[src/rtl/uart_tx_param.sv]
// Parametrised UART transmitter: start bit, DATA_BITS data bits LSB first,
// optional even/odd parity and 1-2 stop bits, bit timing derived from clk.
module uart_tx_param #(
    parameter int CLKS_PER_BIT = 16,
    parameter int DATA_BITS    = 8,
    parameter int PARITY_MODE  = 0,
    parameter int STOP_BITS    = 1
) (
    input  logic                 clk,
    input  logic                 rst,
    input  logic [DATA_BITS-1:0] data,
    input  logic                 start,
    output logic                 busy,
    output logic                 done,
    output logic                 tx
);

    localparam int CW = $clog2(CLKS_PER_BIT);
    localparam int BW = $clog2(DATA_BITS);

    localparam logic [CW-1:0] BAUD_LAST = CW'(CLKS_PER_BIT - 1);
    localparam logic [BW-1:0] DATA_LAST = BW'(DATA_BITS - 1);
    localparam logic [BW-1:0] STOP_LAST = BW'(STOP_BITS - 1);

    typedef enum logic [2:0] {
        S_IDLE,
        S_START,
        S_DATA,
        S_PARITY,
        S_STOP
    } state_t;

    state_t               r_state, w_next;
    logic [CW-1:0]        r_baud, w_baud_nx;
    logic [BW-1:0]        r_bit, w_bit_nx;
    logic [DATA_BITS-1:0] r_shift, w_shift_nx;
    logic                 r_par, w_par_nx;
    logic                 r_done, w_done_nx;
    logic                 r_tx, w_tx_nx;
    logic                 r_busy;
    logic                 w_tick;

    always_ff @(posedge clk) begin
        if (rst) begin
            r_state <= S_IDLE;
        end else begin
            r_state <= w_next;
        end
    end

    always_ff @(posedge clk) begin
        if (rst) begin
            r_baud  <= '0;
            r_bit   <= '0;
            r_shift <= '0;
            r_par   <= 1'b0;
            r_done  <= 1'b0;
            r_tx    <= 1'b1;
            r_busy  <= 1'b0;
        end else begin
            r_baud  <= w_baud_nx;
            r_bit   <= w_bit_nx;
            r_shift <= w_shift_nx;
            r_par   <= w_par_nx;
            r_done  <= w_done_nx;
            r_tx    <= w_tx_nx;
            r_busy  <= (w_next != S_IDLE);
        end
    end

    assign w_tick = (r_baud == BAUD_LAST);

    always_comb begin
        w_next     = r_state;
        w_baud_nx  = r_baud;
        w_bit_nx   = r_bit;
        w_shift_nx = r_shift;
        w_par_nx   = r_par;
        w_done_nx  = 1'b0;
        if (r_state != S_IDLE) begin
            w_baud_nx = w_tick ? '0 : r_baud + CW'(1);
        end
        unique case (r_state)
            S_IDLE: begin
                if (start) begin
                    w_next     = S_START;
                    w_shift_nx = data;
                    w_par_nx   = (PARITY_MODE == 2) ? ~(^data) : (^data);
                    w_baud_nx  = '0;
                    w_bit_nx   = '0;
                end
            end
            S_START: begin
                if (w_tick) begin
                    w_next   = S_DATA;
                    w_bit_nx = '0;
                end
            end
            S_DATA: begin
                if (w_tick) begin
                    w_shift_nx = r_shift >> 1;
                    if (r_bit == DATA_LAST) begin
                        w_bit_nx = '0;
                        w_next   = (PARITY_MODE != 0) ? S_PARITY : S_STOP;
                    end else begin
                        w_bit_nx = r_bit + BW'(1);
                    end
                end
            end
            S_PARITY: begin
                if (w_tick) begin
                    w_next   = S_STOP;
                    w_bit_nx = '0;
                end
            end
            S_STOP: begin
                if (w_tick) begin
                    if (r_bit == STOP_LAST) begin
                        w_next    = S_IDLE;
                        w_bit_nx  = '0;
                        w_done_nx = 1'b1;
                    end else begin
                        w_bit_nx = r_bit + BW'(1);
                    end
                end
            end
            default: w_next = S_IDLE;
        endcase
    end

    // Line level is registered from the next state so tx is glitch-free.
    always_comb begin
        w_tx_nx = 1'b1;
        unique case (w_next)
            S_IDLE:   w_tx_nx = 1'b1;
            S_START:  w_tx_nx = 1'b0;
            S_DATA:   w_tx_nx = w_shift_nx[0];
            S_PARITY: w_tx_nx = w_par_nx;
            S_STOP:   w_tx_nx = 1'b1;
            default:  w_tx_nx = 1'b1;
        endcase
    end

    assign busy = r_busy;
    assign done = r_done;
    assign tx   = r_tx;

endmodule
[config.mk]
export PLATFORM = sky130hd
export DESIGN_NAME = uart_tx_param
export DESIGN_NICKNAME = d
export VERILOG_FILES = /design/src/rtl/uart_tx_param.sv
export SDC_FILE = /design/constraint.sdc
export NUM_CORES = 1
export LEC_CHECK = 0
export ABC_AREA = 1
export CORE_MARGIN = 4
export CORE_UTILIZATION = 35
export DETAILED_ROUTE_END_ITERATION = 8
export GPL_ROUTABILITY_DRIVEN = 0
export SYNTH_ARGS = -nofsm -noshare
export SYNTH_HDL_FRONTEND = slang
export SYNTH_SLANG_ARGS = --single-unit
[constraint.sdc]
create_clock -name clk -period 1.4 [get_ports clk]
set_input_delay 0.28 -clock clk [delete_from_list [all_inputs] [get_ports clk]]
set_output_delay 0.28 -clock clk [all_outputs]
set_load 0.005 [all_outputs]
==> implementation parameters, run 1 <==
Parameter                              Value

Run status
  Outcome ... complete, no violations

STA
  Minimum period implied by the final worst setup slack ... 1399 ps
  Final-report hold violation count ... 0
  Worst slew slack as a fraction of its limit ... 0.8442
  Max Fclk ... roughly 0.7 GHz
  Unrepaired setup endpoints after global routing ... yes
  Final period utilization ... 0.9996
  Max Transition Viols Final ... 0
  Setup skew after layout ... between 7 and 8 ps
  Least-Margin Pin Slew ... 231.3 ps
  Number of failing setup endpoints in the final timing report ... 0
  Worst path setup slack after routing ... 0.6197 ps

Power and ir drop
  Internal power of the cells ... 0.001005 W
  Pwr dens ... 754.9 nW/um^2
  Net switching power figure ... 0.0004004 W
  Final Power ... 0.001405 W
  Worst VDD drop ... roughly 0.54 mV
  Register share of total power ... 0.493
  Part of the power in the clock network ... 0.253
  Switching Share ... 0.2849
  Proportion of power drawn by combinational gates ... 0.254
  Static leakage power ... 0.8984 nW

Synthesis
  Cell accounting for the most synthesized area ... dfxtp_1
  Synthesized area per cell ... 6.527 sq um
  Cells after Synth ... 194
  Sequential element share of the synthesized area ... 0.3478
  Top cells by area, synth ... dfxtp_1, nand2_1, inv_1
  Yosys top cell area share ... 0.3478
  Netlist cell types ... 28
  Post-Synthesis Cell Area ... 1266 sq um
  Synthesized net count ... ~210
  Synthesis-stage register bit count ... 22
  Synth warn ... 0

Detailed routing
  Wire length reported by the detailed router ... 2953 um
  Ratio of routed vias to standard cells ... 4.502
  Starting DRC count in detailed routing ... 50
  Antenna-violating nets left ... 0
  First drt pass iteration count ... 4
  Post-DR wirelength/cell ... 10.22 um
  DRC violations left ... 0
  Via count ... 1301

Clocking
  Clock insertion delay at the later pin of the skew report ... slightly above 300 ps
  Deepest clock path buffer count ... 2
  Clock root buffer master ... clkbuf_4
  Clock sink count ... 22
  H-tree lvl count ... 1
  Num CTS Buffers ... 3
  TritonCTS clock tree ... built
  Clk slew on worst S/H paths ... about 130 ps

Finish
  Antenna diodes ... 0
  Synth-to-Final Area Change ... 47.04%
  Most frequent cells in the layout ... nand2_1, buf_4, inv_1
  Commonest non-fill, non-tap cell in the layout ... nand2_1
  Share of post-route cells with drive strength above 1 ... 0.3169
  Nets ... roughly 260

Setup path
  Startpoint class of the critical path ... flip-flop
  Required time at the endpoint of the critical path ... 1610 ps
  Critical setup path kind ... reg2reg
  Max Fanout on Critical Path ... 2
  Kind of end point of the critical path ... flip-flop
  Worst EP arrival ... 1610 ps
  FF-to-FF path depth ... 11

GRT
  Grt ovf ... 0
  Maximum number of pins on one net before global-route repair ... 15
  Overall global routing resource usage ... 0.1364
  Initial antenna violation count ... 0
  Via count of the first global-routing pass ... 1147
  First-pass GRT wire length ... 4809 um

Die
  Chip width ... 68.15 um
  CORE AREA ... 3416 sq um
  Die Area ... 4644 sq um
  Initial Utilization ... 0.3707
  Number of ports placed on the die boundary ... 14
  Count of standard-cell rows ... 21
  Die outline height ... 68.15 um

Place
  HPWL after DPL ... 2198 um
  Number of buffers inserted by port buffering ... 13
  Pre-CTS WS ... -195.3 ps

Job
  # Max-Cap Violations ... 0

Hold path
  Hold Crit Depth ... 2
  Path class of the lowest-slack min-delay path ... reg2reg
## worst paths after layout
kind / start / end / slack (ps)
max: r_bit[1] / busy / 0.6
min: r_shift[1] / r_shift[1] / 470
max reg2reg: r_bit[1] / busy / 0.6
min reg2reg: r_shift[1] / r_shift[1] / 470
## stage by stage
stage	hold WS (ps)	std cells	instance area, sq um	setup TNS [ps]	utilization
floorplan	440.8	194	1266	0	-
global route	505.7	289	1862	-378.7	0.5451
CTS	477.2	285	1745	-25.48	0.5110
finish	473.4	289	1862	0	0.5451
global placement	455.2	281	1683	-1466	0.4927
detailed placement	459.0	281	1683	-1476	0.4927
## area by class of cell
| cell class | count | area [sq um] |
|---|---|---|
| clock buffer | 4 | 36.28 |
| fill | 325 | 1554 |
| timing repair buffer | 47 | 397.9 |
| multi-input combinational | 140 | 800.8 |
| tap | 46 | 57.56 |
| sequential | 22 | 450.4 |
| inverter | 30 | 118.9 |
## flip-flops by register name, indices dropped and copies added, names as in the netlist
register and count:
r_shift 8, busy 1, done 1, tx 1, r_state 3, r_bit 3, r_par 1, r_baud 4
## per-layer routing
metal,up-vias,wire length [um],track usage
met2,12,1487,0.2455
li1,706,-,-
met4,0,22,0.03722
met1,581,1365,0.1587
met3,2,77,0.03448
met5,-,0,0
## synthesized netlist by cell type, drive strengths merged
cell type  instances
a211oi             2
a21boi             1
a21oi             11
a22oi              7
buf                1
clkbuf             1
clkinv             1
dfxtp             22
ha                 4
inv               29
nand2             66
nand3              7
nand4              1
nor2              27
nor3               1
o211ai             1
o21ai              8
or2                2
xnor2              1
xor2               1
## what timing repair did
item	4_1_cts	5_1_grt
hold endpoints to repair	0	0
gates cloned	0	0
buffers inserted	0	4
pin swaps	0	10
hold buffers	0	0
endpoints found under the setup margin	9	14
gates resized for setup	13	26
## critical path, cell delays in order, from the launching register on
cell and delay [ps]:
dfxtp_2 360, buf_4 140, inv_4 50, ha_4 120, inv_2 30, nor2_2 80, nand2_1 70, nand2_1 70
nand3_1 70, nand2_1 70, inv_2 30, or2_1 210
## cells by family after synthesis
family,after synthesis,synth area share
AO/OA/AOI/OAI,30,0.1502
XOR/XNOR,2,0.01384
adder cells (fa/ha/maj),4,0.03953
buffers and inverters,32,0.09682
flip-flops,22,0.3478
AND/OR/NAND/NOR,104,0.3518
## power by group through the flow
stage,logic [W],clock network [W],registers [W]
after floorplan,0.000172,0,0.000696
after global placement,0.000326,0,0.000696
after detailed placement,0.000330,0,0.000697
after CTS,0.000334,0.000372,0.000685
after global routing,0.000408,0.000398,0.000698
final,0.000357,0.000356,0.000693
(Power assumes the default switching activity.)
==> run 2: changes to the inputs <==
--- a/config.mk
+++ b/config.mk
@@ -7,9 +7,10 @@
 export LEC_CHECK = 0
 export ABC_AREA = 1
 export CORE_MARGIN = 4
-export CORE_UTILIZATION = 35
+export CORE_UTILIZATION = 49
 export DETAILED_ROUTE_END_ITERATION = 8
 export GPL_ROUTABILITY_DRIVEN = 0
+export PLACE_DENSITY = 0.74
 export SYNTH_ARGS = -nofsm -noshare
 export SYNTH_HDL_FRONTEND = slang
 export SYNTH_SLANG_ARGS = --single-unit
==> implementation parameters, run 2 (same netlist as run 1, synthesis figures left out) <==
Parameter                              Value

Run status
  Outcome ... complete, but fails checks
  Violations in the final reports ... negative setup slack

Finish
  Most frequent cells in the layout ... nand2_1, buf_4, inv_1
  Commonest non-fill, non-tap cell in the layout ... nand2_1
  Registers with the most flip-flops ... r_shift (8), r_baud (4)
  Sequential cell area ... ~460 sq um
  Antenna diodes ... 0
  Nets ... 267
  Layout Cell Area excl Fill ... 1914 sq um
  Max FFs per register ... 8
  Area of combinational cells with multiple inputs ... between 700 and 800 sq um
  Fill cells ... 169
  Register with the highest flop count ... r_shift
  Share of post-route cells with drive strength above 1 ... 0.3466
  Synth-to-Final Area Change ... 51.19%
  Share of the core filled with cells ... 0.7727

Clocking
  H-tree lvl count ... 1
  Num CTS Buffers ... 3
  Clock insertion delay at the later pin of the skew report ... 310 ps
  Clk slew on worst S/H paths ... 120 ps
  TritonCTS clock tree ... built
  Deepest clock path buffer count ... 2
  CTS Hold Bufs ... 0
  Clock sink count ... 22
  Clock root buffer master ... clkbuf_4

Setup path
  Startpoint class of the critical path ... flip-flop
  Critical setup path kind ... reg2reg
  Worst EP arrival ... 1650 ps
  Max Fanout on Critical Path ... 2
  End of the worst register-to-register path ... busy
  R2R Path Start ... r_bit[1]
  FF-to-FF path depth ... 8
  Register-to-Register Setup Slack ... -40 ps
  Kind of end point of the critical path ... flip-flop
  Required time at the endpoint of the critical path ... 1610 ps

Place
  Pre-CTS WS ... -229.4 ps
  Number of buffers inserted by port buffering ... 13
  HPWL after DPL ... 2502 um
  Placed standard-cell area ... 1673 sq um

STA
  Final-report hold violation count ... 0
  Max Fclk ... slightly below 0.7 GHz
  Sum of negative setup slack ... -73.59 ps
  Max Transition Viols Final ... 0
  Worst slew slack as a fraction of its limit ... 0.8452
  Minimum period implied by the final worst setup slack ... 1438 ps
  Unrepaired setup endpoints after global routing ... yes
  Number of failing setup endpoints in the final timing report ... 2
  Setup skew after layout ... 1.274 ps
  Least-Margin Pin Slew ... 231.5 ps
  Worst path setup slack after routing ... -38.36 ps
  Final period utilization ... 1.027

Detailed routing
  Via count ... 1446
  Starting DRC count in detailed routing ... 103
  First drt pass iteration count ... 4
  Wire length reported by the detailed router ... 3444 um
  Antenna-violating nets left ... 0
  Post-DR wirelength/cell ... 12.26 um
  DRC violations left ... 0
  Ratio of routed vias to standard cells ... a little over 5

Die
  Count of standard-cell rows ... 18
  Initial Utilization ... 0.5111
  Number of ports placed on the die boundary ... 14
  Die Area ... 3462 sq um
  CORE AREA ... 2477 sq um
  Chip width ... 58.84 um
  Die outline height ... around 59 um

GRT
  Grt ovf ... 0
  Initial antenna violation count ... 0
  Peak-usage layer in the global routing report ... met2
  Global-route met2 utilization ... 0.4038
  Grt met3 use ... 0.02193
  Met1 usage in global routing ... 0.2380
  Overall global routing resource usage ... 0.2109
  Maximum number of pins on one net before global-route repair ... 14
  Via count of the first global-routing pass ... 1368
  First-pass GRT wire length ... around 5700 um

Hold path
  Sink of the worst hold path ... r_shift[6]
  Path class of the lowest-slack min-delay path ... reg2reg
  Hold Crit Depth ... 2
  Start point of the worst hold path ... r_shift[6]

Power and ir drop
  Static leakage power ... 0.9431 nW
  Worst VDD drop ... 0.6862 mV
  Pwr dens ... 813.1 nW/um^2

Job
  # Max-Cap Violations ... 0
-- run 2: changes by cell type in the layout (fill, tap and decap cells not counted), sizes merged --
cell,delta
clkdlybuf4s50,-1
clkbuf,-1
buf,+8
dlymetal6s2s,+1
bufinv,+1
-- run 2: how the worst max path moves through the flow --
stage          startpoint       end  slack (ps)
3_5_place_dp      data[0]        tx        -230
3_3_place_gp        start        tx        -160
4_1_cts         r_baud[0]      busy         -50
2_1_floorplan   r_baud[0]      busy          30
6_report         r_bit[1]      busy         -40
5_1_grt         r_baud[0]  r_bit[1]         -90
-- run 2: worst max-delay path: stages, from the launching register on --
cell,delay [ps]
dfxtp_4,390
ha_4,140
ha_4,130
inv_2,40
o21ai_2,150
nand2_2,90
nor2_4,100
a21oi_2,70
or2_1,220
-- run 2: per-layer routing --
| layer | vias up | part of all wire |
|---|---|---|
| met2 | 34 | 0.54 |
| met4 | 0 | 0.028 |
| met3 | 18 | 0.028 |
| li1 | 732 | - |
| met5 | - | 0 |
| met1 | 662 | 0.41 |
-- run 2: cell type report --
cell class,count,share of cell area
Clock buffer,3,0.01176
Clock inverter,1,0.01569
Inverter,30,0.06405
Multi-Input combinational cell,140,0.4150
Sequential cell,22,0.2379
Tap cell,30,0.01961
Timing Repair Buffer,55,0.2359
-- run 2: per-stage QoR --
| step | total power (W) | hold slack (ps) | cells |
|---|---|---|---|
| 2_1_floorplan | 0.0008676 | 440.8 | 194 |
| 3_3_place_gp | 0.001008 | 449.8 | 268 |
| 3_5_place_dp | 0.001028 | 462.6 | 268 |
| 4_1_cts | 0.001526 | 481.4 | 278 |
| 5_1_grt | 0.001649 | 500.6 | 281 |
| 6_report | 0.001557 | 483.0 | 281 |
-- run 2: what timing repair did --
item | 4_1_cts | 5_1_grt
pin swaps | 12 | 12
endpoints found under the setup margin | 8 | 11
resized for setup | 26 | 19
buffers inserted | 6 | 4
-- run 2: power breakdown --
group	switching (W)	internal [W]	leakage [nW]	total [W]
sequential	0.0000272	0.000666	0.184	0.000693
clock	0.000197	0.000289	0.0279	0.000487
combinational	0.000189	0.000188	0.732	0.000377
